$ cat src/rtl/sel_sequencer.sv
// Sweeps the downstream mode bit and 4-bit select through binary and/or one-hot
// patterns, holding each value for PRESCALE cycles.
module sel_sequencer #(
  parameter int unsigned PRESCALE = 100,
  parameter int unsigned CNT_W    = 7
) (
  input  logic       clk,
  input  logic       rst,
  input  logic       start,
  input  logic [1:0] mode_req,
  input  logic       hold,
  output logic       sw,
  output logic [3:0] sel,
  output logic       busy,
  output logic       step_stb,
  output logic       done,
  output logic [1:0] dbg_state
);

  typedef enum logic [1:0] {
    IDLE = 2'd0,
    BIN  = 2'd1,
    OH   = 2'd2
  } state_e;

  // Terminal count is PRESCALE-1, which fits in CNT_W bits even when PRESCALE == 2**CNT_W.
  localparam logic [CNT_W-1:0] CNT_LAST = CNT_W'(PRESCALE - 1);

  state_e           state_q, state_d;
  logic [CNT_W-1:0] cnt_q, cnt_d;
  logic [1:0]       idx_q, idx_d;
  logic             chain_q, chain_d;
  logic             sw_q, sw_d;
  logic [3:0]       sel_q, sel_d;
  logic             busy_q, busy_d;
  logic             stb_q, stb_d;
  logic             done_q, done_d;
  logic [1:0]       idx_nxt;

  assign idx_nxt = idx_q + 2'd1;

  // start is a level request, taken only in IDLE; mode_req is latched in that same cycle.
  always_comb begin
    state_d = state_q;
    cnt_d   = cnt_q;
    idx_d   = idx_q;
    chain_d = chain_q;
    sw_d    = sw_q;
    sel_d   = sel_q;
    busy_d  = busy_q;
    stb_d   = 1'b0;
    done_d  = 1'b0;
    case (state_q)
      IDLE: begin
        if (start && (mode_req != 2'b11)) begin
          state_d = (mode_req == 2'b01) ? OH : BIN;
          chain_d = (mode_req == 2'b10);
          cnt_d   = '0;
          idx_d   = 2'd0;
          busy_d  = 1'b1;
          stb_d   = 1'b1;
          sw_d    = (mode_req == 2'b01);
          sel_d   = (mode_req == 2'b01) ? 4'b0001 : 4'h0;
        end
      end
      BIN, OH: begin
        if (!hold) begin
          if (cnt_q != CNT_LAST) begin
            cnt_d = cnt_q + CNT_W'(1);
          end else begin
            cnt_d = '0;
            if (idx_q != 2'd3) begin
              idx_d = idx_nxt;
              stb_d = 1'b1;
              sel_d = (state_q == OH) ? (4'b0001 << idx_nxt) : {2'b00, idx_nxt};
            end else if ((state_q == BIN) && chain_q) begin
              state_d = OH;
              idx_d   = 2'd0;
              stb_d   = 1'b1;
              sw_d    = 1'b1;
              sel_d   = 4'b0001;
            end else begin
              state_d = IDLE;
              idx_d   = 2'd0;
              busy_d  = 1'b0;
              done_d  = 1'b1;
              sw_d    = 1'b0;
              sel_d   = 4'h0;
            end
          end
        end
      end
      default: begin
        state_d = IDLE;
        cnt_d   = '0;
        idx_d   = 2'd0;
        busy_d  = 1'b0;
        sw_d    = 1'b0;
        sel_d   = 4'h0;
      end
    endcase
  end

  always_ff @(posedge clk or posedge rst) begin
    if (rst) begin
      state_q <= IDLE;
      cnt_q   <= '0;
      idx_q   <= 2'd0;
      chain_q <= 1'b0;
      sw_q    <= 1'b0;
      sel_q   <= 4'h0;
      busy_q  <= 1'b0;
      stb_q   <= 1'b0;
      done_q  <= 1'b0;
    end else begin
      state_q <= state_d;
      cnt_q   <= cnt_d;
      idx_q   <= idx_d;
      chain_q <= chain_d;
      sw_q    <= sw_d;
      sel_q   <= sel_d;
      busy_q  <= busy_d;
      stb_q   <= stb_d;
      done_q  <= done_d;
    end
  end

  assign sw        = sw_q;
  assign sel       = sel_q;
  assign busy      = busy_q;
  assign step_stb  = stb_q;
  assign done      = done_q;
  assign dbg_state = state_q;

endmodule

$ cat config.mk
export PLATFORM = sky130hd
export DESIGN_NAME = sel_sequencer
export DESIGN_NICKNAME = d
export VERILOG_FILES = /design/src/rtl/sel_sequencer.sv
export SDC_FILE = /design/constraint.sdc
export NUM_CORES = 1
export LEC_CHECK = 0
export ABC_AREA = 1
export ABC_CLOCK_PERIOD_IN_PS = 1800
export BUFFER_PORTS_ARGS = -buffer_cell sky130_fd_sc_hd__buf_2
export CORE_MARGIN = 2
export CORE_UTILIZATION = 50
export DETAILED_ROUTE_END_ITERATION = 10
export PLACE_DENSITY = 0.76
export RECOVER_POWER = 25
export SKIP_CTS_REPAIR_TIMING = 1
export SYNTH_ARGS = -nofsm -noshare
export SYNTH_HDL_FRONTEND = slang
export SYNTH_SLANG_ARGS = --single-unit
export TNS_END_PERCENT = 30
$ cat constraint.sdc
create_clock -name clk -period 1.8 [get_ports clk]
set_input_delay 0.09 -clock clk [delete_from_list [all_inputs] [get_ports clk]]
set_output_delay 0.09 -clock clk [all_outputs]
set_load 0.02 [all_outputs]
==> results.md <==
Route:
- The count of routing violations after the opening detailed-route iteration is 34.
- Dividing the detail-routed via count by the number of cells gives 5.04.
- Dividing the detail-routed wire length by the instance count gives 12.3 um.
- The pre-antenna-repair detailed-routing pass consisted of 4 iterations.
- For this block, the routed nets add up to 2490 um of wire.
- After detailed routing, the number of remaining DRC violations is 0.
- The remaining antenna violation count is 0.
- The routed layout has 1,018 vias.

STA:
- After layout, the worst setup slack is 0.0884 ns.
- Across the routed clock network, the largest skew measured is 0.00884 ns.
- Setup violations remaining at the end of the flow were counted as 0.
- The transition at the pin with the smallest max-transition slack is 0.746 ns.
- Headroom to the max-slew limit came out at 50.2%.
- The share of the cycle needed by the critical path after routing is 95.1%.
- For the finished layout, the period the worst path requires is 1.71 ns.
- For this run, the top clock speed supported by timing is 584 MHz.
- The count of final max-slew check failures was 0.
- The final number of hold-violating endpoints is 1.
- Final hold analysis gives a worst-case slack of -0.00397 ns.

Power and ir drop:
- The net load switching power is 1.13 mW.
- The worst ir drop on vdd is 0.00120 V.
- The proportion of power drawn by combinational gates is 63.3%.
- Cell internal power was estimated by the tool at 1.12 mW.
- Per report_power, the clock group accounts for 9.6% of the total.
- The total power per unit cell area is 1620 nW/um^2.
- In this run switching power makes up 50.3% of total power.
- Sequential cells account for 27.1% of the total power.
- For this design the static power due to leakage is 0.678 nW.
- Power comes to 2.25 mW.

Clocking:
- The TritonCTS clock tree is done.
- The tree is rooted in a sky130_fd_sc_hd__clkbuf_4.
- After clock tree synthesis, the clock-pin slew on the worst setup and hold paths is 0.11 ns.
- The clock drives 19 sinks.
- The longest clock path from root to sink contains 2 buffers.
- CTS built an H-tree with a depth of 1.
- At the later pin of the worst-skew pair, clock insertion delay measures 0.30 ns.
- The number of buffers inserted during clock tree synthesis is 3.

Floorplanning:
- The floorplan has 18 rows.
- The area of the die is 2890 um^2.
- The die width is 53.8 um.
- The initial cell density of the core is 51.5%.
- The die is 53.8 um tall.
- During I/O placement, the number of pins put on the boundary was 16.
- The standard cell core area is 2410 um^2.

Placement:
- Port buffering added 15 buffers.
- The congestion estimate from routability-driven global placement came to 0.964.
- Timing analysis after detailed placement gives a worst setup slack of 0.102 ns.
- The detailed-placement wirelength estimate is 1900 um.

Final layout:
- After the last flow step, the layout net total stands at 188.
- The storage element area is 475 um^2.
- The filler cells instantiated in the layout total 222.
- Summing all multi-input logic gate instances after layout gives 651 um^2.
- The share of post-route cells with drive strength above 1 is 22.1%.
- Compared with the post-synthesis result, the final layout area differs by 12.3%.
- The number of diodes added for antenna fixing is 0.

Critical path:
- The path type of the worst setup path is reg2reg.
- STA puts the critical path data arrival time at 1.91 ns.
- The kind of launch point of the worst setup path is a flop.
- Data on the critical path is required at its endpoint by 2.00 ns.
- Along the worst path, the maximum fanout reaches 5.
- The critical path endpoint category is a flop.

Run:
- The total of max-cap violations is 0.

Global routing:
- Entering global routing, the biggest net connects 20 pins.
- The wire length of the first global-routing pass is 4060 um.
- The initial antenna violation count came to 0.
- The number of global-route vias before repair is 945.
- The total overflow left after global routing is 0.
- The all-layer global routing usage is 19.4%.

Synth:
- Counting distinct cell types in the post-synthesis netlist gives 22.
- During synthesis, Yosys emitted a total of 0 warnings.
- The count of flip-flops with a built-in enable after synthesis is 0.
- After synthesis, flip-flops and latches occupy 38.3% of the total area.
- The mean post-synth cell area is 8.32 um^2.
- The share of synthesized flip-flops with an asynchronous set or reset is 100%.
- The post-synthesis instance area is 1240 um^2.
- The number of nets produced by synthesis is 164.
- The flop and latch count out of synthesis is 19.
- Among all flip-flop cells after synthesis, the most frequent one is sky130_fd_sc_hd__dfrtp_1.
- In the synthesized netlist, the number of instances is 149.

Hold path:
- The class of the tightest hold or removal check is in2reg.

Run status:
- The checks that failed: negative hold slack.
- The run finished, with violations left.
-- state kept, by name, summed over array words and instances (netlist names) --
signal and flops:
dbg_state 2, step_stb 1, idx_q 2, sel 4, cnt_q 7, done 1, busy 1, chain_q 1
-- kinds of logic after synthesis --
group | count (synthesis) | share of synthesized area, %
compound gates | 18 | 9.59
xor+xnor | 1 | 0.706
fa+ha+maj | 9 | 9.08
buf+inv | 24 | 10.1
flops | 19 | 38.3
simple gates | 78 | 32.2
-- routing by layer --
layer / share of wire, % / GRT usage, %
met4: 1.4 / 6.41
met3: 4.1 / 3.33
met1: 43 / 23.7
met2: 51 / 34.3
met5: 0 / 0
-- placed cells by master (no fill, tap or decap) --
cell / n
sky130_fd_sc_hd__o21ai_0: 8
sky130_fd_sc_hd__clkbuf_4: 3
sky130_fd_sc_hd__dfrtp_1: 19
sky130_fd_sc_hd__nor3_1: 3
sky130_fd_sc_hd__ha_2: 1
sky130_fd_sc_hd__buf_4: 7
sky130_fd_sc_hd__nand2_8: 1
sky130_fd_sc_hd__nand3_1: 11
sky130_fd_sc_hd__nand2_4: 3
sky130_fd_sc_hd__nand2_1: 37
sky130_fd_sc_hd__xor2_1: 1
sky130_fd_sc_hd__nand4_1: 6
sky130_fd_sc_hd__nor2_2: 5
sky130_fd_sc_hd__nor2_1: 6
sky130_fd_sc_hd__o21ai_2: 4
sky130_fd_sc_hd__ha_1: 8
sky130_fd_sc_hd__clkbuf_1: 9
sky130_fd_sc_hd__nand3_4: 1
sky130_fd_sc_hd__nand2_2: 4
sky130_fd_sc_hd__nor2_4: 1
sky130_fd_sc_hd__a21oi_1: 4
sky130_fd_sc_hd__dlygate4sd3_1: 1
sky130_fd_sc_hd__o31ai_1: 1
sky130_fd_sc_hd__a21oi_4: 1
sky130_fd_sc_hd__inv_1: 20
sky130_fd_sc_hd__buf_2: 7
-- final timing paths --
path | endpoint | slack (ns) | startpoint | depth (start not counted)
max | dbg_state[1] | 0.09 | dbg_state[0] | 9
min | done | -0.004 | hold | 2
max reg2reg | dbg_state[1] | 0.09 | dbg_state[0] | 9
min reg2reg | sel[2] | 0.49 | sel[2] | 2
max in group asynchronous | cnt_q[4] | 0.87 | rst | 3
min in group asynchronous | idx_q[1] | 0.45 | rst | 3
-- worst max-delay path, stage by stage, from the launching register on --
cell,delay [ns]
sky130_fd_sc_hd__dfrtp_1,0.43
sky130_fd_sc_hd__inv_1,0.10
sky130_fd_sc_hd__ha_2,0.31
sky130_fd_sc_hd__nand2_2,0.08
sky130_fd_sc_hd__inv_1,0.06
sky130_fd_sc_hd__a21oi_4,0.22
sky130_fd_sc_hd__buf_4,0.18
sky130_fd_sc_hd__nand3_1,0.11
sky130_fd_sc_hd__nand2_1,0.08
sky130_fd_sc_hd__nand2_1,0.05
-- metrics by stage --
step                       TNS, ns  instances  area, um^2  util (%)  hold slack (ns)
after floorplan                  0        149        1240         -           0.0411
after global placement           0        193        1330      55.0            0.237
after detailed placement         0        193        1330      55.0            0.258
after CTS                        0        197        1350      56.1          -0.0734
after global routing      -0.00972        202        1390      57.8          0.00462
final                            0        202        1390      57.8         -0.00397
-- synthesized netlist by cell type (5+ instances only) --
master,number,share of area [%]
sky130_fd_sc_hd__o21ai_0,8,3.2
sky130_fd_sc_hd__nand4_1,6,3.0
sky130_fd_sc_hd__nand2_1,37,11
sky130_fd_sc_hd__dfrtp_1,19,38
sky130_fd_sc_hd__nor2_1,6,1.8
sky130_fd_sc_hd__inv_1,20,6.1
sky130_fd_sc_hd__nor2_2,5,2.5
sky130_fd_sc_hd__ha_1,9,9.1
sky130_fd_sc_hd__nand3_1,11,4.4
-- power by group through the flow --
stage / Sequential, mW / Combinational [mW] / Clock [mW]
floorplan: 0.689 / 1.05 / 0
global placement: 0.611 / 1.25 / 0
detailed placement: 0.621 / 1.30 / 0
CTS: 0.613 / 1.30 / 0.221
global route: 0.625 / 1.58 / 0.238
finish: 0.610 / 1.43 / 0.216
-- final cells by class --
cell class	count	area share, %
Multi-Input combinational cell	106	46.7
Sequential cell	19	34.1
Timing Repair Buffer	23	9.16
Inverter	20	5.39
Tap cell	30	2.70
Clock buffer	4	1.89
Power figures use the tool's default switching activity.
